**config.mk**
```make
export PLATFORM = sky130hd
export DESIGN_NAME = interrupt_controller
export DESIGN_NICKNAME = d
export VERILOG_FILES = /design/src/rtl/interrupt_controller_pkg.sv /design/src/rtl/int_priority_enc.sv /design/src/rtl/interrupt_controller.sv
export SDC_FILE = /design/constraint.sdc
export NUM_CORES = 1
export LEC_CHECK = 0
export CAP_MARGIN = 20
export CORE_MARGIN = 3
export CORE_UTILIZATION = 50
export DETAILED_ROUTE_END_ITERATION = 8
export PLACE_DENSITY_LB_ADDON = 0.2
export SLEW_MARGIN = 0
export SYNTH_ARGS = -nofsm -noshare
export SYNTH_HDL_FRONTEND = slang
export SYNTH_HIERARCHICAL = 1
export SYNTH_SLANG_ARGS = --single-unit
```
**constraint.sdc**
```tcl
create_clock -name clk -period 2.26 [get_ports clk]
set_input_delay 0.339 -clock clk [delete_from_list [all_inputs] [get_ports clk]]
set_output_delay 0.339 -clock clk [all_outputs]
set_load 0.02 [all_outputs]
```
**src/rtl/interrupt_controller_pkg.sv**
```systemverilog
// Shared constants and state encoding for the interrupt controller and its
// priority encoder.
package interrupt_controller_pkg;

  localparam int PC_SIZE_DEF   = 16;
  localparam int NUM_INT_VEC   = 15;
  localparam int INT_RETURN_ID = 0;
  localparam int IRQ_ID_W      = 4;

  typedef enum logic [1:0] {
    IDLE,
    REQ,
    SERVICE
  } int_state_t;

endpackage

```
**src/rtl/int_priority_enc.sv**
```systemverilog
// Lowest-set-bit encoder: bit k maps to id k+1, so id 1 has the highest priority.
module int_priority_enc
  import interrupt_controller_pkg::*;
#(
  parameter int N = NUM_INT_VEC - 1
) (
  input  logic [N-1:0]          req,
  output logic                  found,
  output logic [IRQ_ID_W-1:0]   id
);

  // NOTE: always_comb assigns every output before any condition so no latch can be inferred.
  always_comb begin
    found = 1'b0;
    id    = '0;
    // Scan high to low so the lowest set bit is the last (winning) assignment.
    for (int k = N - 1; k >= 0; k--) begin
      if (req[k]) begin
        found = 1'b1;
        id    = IRQ_ID_W'(k + 1);
      end
    end
  end

endmodule

```
**src/rtl/interrupt_controller.sv**
```systemverilog
// Edge-latched, masked, fixed-priority interrupt source with a req/ack/return
// handshake and a writable handler vector table.
module interrupt_controller
  import interrupt_controller_pkg::*;
#(
  parameter int PC_SIZE = PC_SIZE_DEF,
  parameter int NUM_VEC = NUM_INT_VEC
) (
  input  logic                  clk,
  input  logic                  rst,
  input  logic [NUM_VEC-2:0]    irq_line,
  input  logic                  irq_mask_we,
  input  logic [NUM_VEC-2:0]    irq_mask_wdata,
  input  logic                  vec_we,
  input  logic [3:0]            vec_addr,
  input  logic [PC_SIZE-1:0]    vec_wdata,
  input  logic                  global_en,
  input  logic                  irq_ack,
  input  logic                  irq_return,
  output logic [PC_SIZE-1:0]    interrupt_handler [NUM_VEC],
  output logic                  irq_req,
  output logic [3:0]            irq_id,
  output logic                  in_service,
  output logic [NUM_VEC-2:0]    pending
);

  localparam int NSRC = NUM_VEC - 1;

  int_state_t          state_q, state_d;
  logic                irq_req_q, irq_req_d;
  logic [3:0]          irq_id_q, irq_id_d;
  logic                in_service_q, in_service_d;
  logic [NSRC-1:0]     pending_q, pending_d;
  logic [NSRC-1:0]     prev_q, prev_d;
  logic [NSRC-1:0]     mask_q, mask_d;
  logic [PC_SIZE-1:0]  vec_q [NUM_VEC];
  logic [PC_SIZE-1:0]  vec_d [NUM_VEC];

  logic [NSRC-1:0]     rise;
  logic [NSRC-1:0]     clr;
  logic [NSRC-1:0]     eligible;
  logic                win_found;
  logic [3:0]          win_id;
  logic                ack_take;

  assign ack_take = (state_q == REQ) && irq_ack;
  assign rise     = irq_line & ~prev_q;
  assign eligible = pending_q & mask_q;

  int_priority_enc #(.N(NSRC)) u_prio (
    .req   (eligible),
    .found (win_found),
    .id    (win_id)
  );

  // Pending set beats clear so an edge arriving in the ack cycle is not lost.
  always_comb begin
    clr = '0;
    for (int k = 0; k < NSRC; k++) begin
      clr[k] = ack_take && (irq_id_q == 4'(k + 1));
    end
    pending_d = (pending_q & ~clr) | rise;
    prev_d    = irq_line;
    mask_d    = irq_mask_we ? irq_mask_wdata : mask_q;
  end

  // Entry 0 is the return slot and is never writable; out-of-range addresses match no entry.
  always_comb begin
    vec_d    = vec_q;
    vec_d[0] = '0;
    for (int i = 1; i < NUM_VEC; i++) begin
      if (vec_we && (vec_addr == 4'(i))) vec_d[i] = vec_wdata;
    end
  end

  always_comb begin
    state_d      = state_q;
    irq_req_d    = irq_req_q;
    irq_id_d     = irq_id_q;
    in_service_d = in_service_q;
    unique case (state_q)
      IDLE: begin
        if (global_en && win_found) begin
          state_d   = REQ;
          irq_req_d = 1'b1;
          irq_id_d  = win_id;
        end
      end
      // The presented id is frozen until ack, regardless of mask or enable changes.
      REQ: begin
        if (irq_ack) begin
          state_d      = SERVICE;
          irq_req_d    = 1'b0;
          in_service_d = 1'b1;
        end
      end
      SERVICE: begin
        if (irq_return) begin
          state_d      = IDLE;
          in_service_d = 1'b0;
          irq_id_d     = 4'(INT_RETURN_ID);
        end
      end
      default: state_d = IDLE;
    endcase
  end

  // NOTE: the vector table is a small register file, so it takes the reset like any other flop.
  always_ff @(posedge clk) begin
    if (rst) begin
      state_q      <= IDLE;
      irq_req_q    <= 1'b0;
      irq_id_q     <= '0;
      in_service_q <= 1'b0;
      pending_q    <= '0;
      prev_q       <= '0;
      mask_q       <= '0;
      for (int i = 0; i < NUM_VEC; i++) vec_q[i] <= '0;
    end else begin
      // NOTE: non-blocking assignments so every flop samples the pre-edge values.
      state_q      <= state_d;
      irq_req_q    <= irq_req_d;
      irq_id_q     <= irq_id_d;
      in_service_q <= in_service_d;
      pending_q    <= pending_d;
      prev_q       <= prev_d;
      mask_q       <= mask_d;
      vec_q        <= vec_d;
    end
  end

  assign interrupt_handler = vec_q;
  assign irq_req           = irq_req_q;
  assign irq_id            = irq_id_q;
  assign in_service        = in_service_q;
  assign pending           = pending_q;

endmodule

```
==> flow_summary_export.csv, run 1 <==
group,metric,value,unit
setup_path,worstSetupEndpointType,"primary output",
power_and_ir_drop,irDropWorstVdd,696,uV
setup_path,worst-setup-path-type,"register to primary output",
setup_path,critPathMaxStageDelay,0.69,ns
sta,rsz0062_at_grt,"no",
yosys,synth_cells,1009,
run,maxCapViolCount,0,
floorplanning,io_pins,315,
clocking,clk_pin_slew_worst_paths,0.06,ns
routing,drt_iter0_drc,356,
clocking,tritoncts,"done",
global_route,antenna_found_initial,0,
clocking,htreeDepth,1,
sta,worstMarginPinSlew,0.652,ns
floorplanning,coreArea,19800,um2
placement,dp.final_hpwl,20.9,mm
sta,post-route-min-period,2.11,ns
layout,multi_input_area,4310,um2
clocking,clk_latency,0.53,ns
layout,area_delta_synth_final,42.2,%
layout,layout_common_cells,"298 x clkdlybuf4s50_1, 274 x dfxtp_1, 257 x nand2_1, 238 x mux2i_1, 31 x buf_4",
setup_path,crit_arrival,1.77,ns
yosys,ys_seq_area_share,53.2,%
sta,timing.fmax,474,MHz
yosys,syn-cell-area,10300,um2
clocking,cts_hold_buffers,0,
layout,regArea,5490,um2
layout,nets,1355,
hold_path,hold_path.class,"input port to register",
yosys,avgSynthCellArea,10.2,um2
global_route,grt_pass1_vias,8066,
layout,final_common_cell,"clkdlybuf4s50_1",
clocking,cts_buffer_depth,3,
yosys,ys_types,45,
sta,setup_viol,0,
floorplanning,initial_core_util,51.9,%
global_route,grt_max_degree,63,
floorplanning,dieArea,22400,um2
floorplanning,die_w,150,um
setup_path,required,1.92,ns
layout,antenna_cells,0,
routing,routedWlPerCell,19.0,um
clocking,cts_root_buf,"clkbuf_16",
clocking,cts_buffers,28,
routing,routed_via_density,5.07,
sta,fin_tns_setup,0,ns
global_route,grt_overflow,0,
power_and_ir_drop,leakage,6.92,nW
global_route,grt_pass1_wl,45.5,mm
sta,slew_violations,0,
yosys,yosys_warnings,6,
setup_path,cpMaxStageDelayCell,"clkdlybuf4s50_1",
power_and_ir_drop,power,11.3,mW
layout,finish.utilization,73.8,%
floorplanning,die_y,150,um
placement,port_buffers,298,
clocking,cts.sink_count,274,
routing,drc,0,
global_route,grtUsageTotal,25.9,%
routing,ant_nets,0,
sta,clock_skew,0.00434,ns
routing,drtPass1Iterations,4,
setup_path,path_cells,"clkdlybuf4s50_1",
sta,hold_viol_final,0,
sta,timing.final.crit_share,93.3,%
placement,place_congestion,0.822,
power_and_ir_drop,powerDensity,771,nW/um2
yosys,synth_edf_count,0,
clocking,postCtsSetupBuffers,0,
setup_path,cp_top_family,"buffers and inverters",
layout,drive_above_1_share,8.09,%
outcome,status,"completed",
yosys,synth_ff_type,"dfxtp_1",
routing,vias,8045,
sta,slew_headroom,56.1,%
setup_path,worstPathMaxFanout,11,
yosys,ys_async_sr_fraction,0,%
setup_path,crit_path_start_kind,"register",
layout,fillers,1438,
setup_path,critPathBufInv,1,
clocking,ctsResizeCount,0,
routing,postRouteWirelength,30.1,mm
sta,hold_ws,0.345,ns
yosys,ys_seq_elements,274,
floorplanning,rows,51,
==> flip-flops by register name, indices dropped and copies added, names as in the netlist <==
name               cells
in_service             1
irq_id                 4
interrupt_handler    224
mask_q                14
state_q                2
irq_req                1
pending               14
prev_q                14
==> synthesized netlist by cell type (3+ instances only) <==
master / instances / area share [%]
buf_6: 3 / 0.33
buf_1: 17 / 0.62
o211ai_1: 10 / 0.73
clkbuf_1: 28 / 1.0
and3b_1: 3 / 0.26
nand2b_1: 3 / 0.18
nand3_1: 3 / 0.15
dfxtp_1: 274 / 53
nand3b_1: 4 / 0.29
inv_1: 16 / 0.58
nor4_1: 3 / 0.18
nor2b_1: 5 / 0.30
buf_2: 9 / 0.44
o21ai_0: 14 / 0.68
nor2_1: 22 / 0.80
and2_1: 15 / 0.91
or4_1: 3 / 0.22
a21oi_1: 5 / 0.24
nor3_1: 4 / 0.19
nand2_4: 8 / 0.87
o311ai_0: 4 / 0.34
buf_4: 34 / 2.5
a22o_1: 4 / 0.34
mux2i_1: 238 / 23
nand2_1: 257 / 9.4
==> cell families (layout without fill, tap and decap cells) <==
kind of cell / after synthesis / count (layout) / synth area share (%)
buffers and inverters: 108 / 406 / 5.50
other: 1 / 16 / 0.0364
flip-flops: 274 / 274 / 53.2
AND/OR/NAND/NOR: 341 / 341 / 14.9
AO/OA/AOI/OAI: 46 / 46 / 3.08
multiplexers: 239 / 239 / 23.2
==> area by class of cell <==
cell class,instances,share of cell area (%)
sequential,274,37.4
multi-input combinational,642,29.4
timing repair buffer,337,23.0
clock buffer,36,5.40
tap,265,2.26
clock inverter,16,1.99
inverter,17,0.487
==> per-layer routing <==
metal  GRT usage (%)  share of wire [%]
met1            31.5                 41
met2            45.5                 49
met3            7.24                7.7
met4            6.32                2.1
met5               0                  0
==> through the flow <==
stage	instance area, um2	std cells	worst slack, ns
floorplan	10400	1024	0.576
global placement	13600	1535	0.301
detailed placement	13600	1535	0.268
CTS	14700	1587	0.150
global route	14700	1587	0.114
finish	14700	1587	0.152
==> report_power, final <==
| part | internal, mW | leakage, nW | switching (mW) | total [mW] |
|---|---|---|---|---|
| Sequential | 4.95 | 2.22 | 0.0817 | 5.03 |
| Combinational | 0.425 | 4.17 | 0.541 | 0.966 |
| Clock | 3.39 | 0.523 | 1.92 | 5.31 |
| Total | 8.76 | 6.92 | 2.55 | 11.3 |
==> final timing paths <==
| kind | cells past startpoint | endpoint | slack [ns] | from |
|---|---|---|---|---|
| worst max-delay path | 1 | irq_id[2] | 0.15 | irq_id[2] |
| worst min-delay path | 3 | prev_q[3] | 0.34 | irq_line[3] |
| worst max register to register | 7 | irq_id[3] | 0.36 | pending[9] |
| worst min register to register | 1 | pending[5] | 0.41 | prev_q[5] |
(Power assumes the default switching activity.)
==> run 2: changes to the inputs <==
Settings changed: SETUP_SLACK_MARGIN set to 0.1.
==> results of run 2 <==
Same layout as run 1: the final DEF is identical, and so are final timing and power.
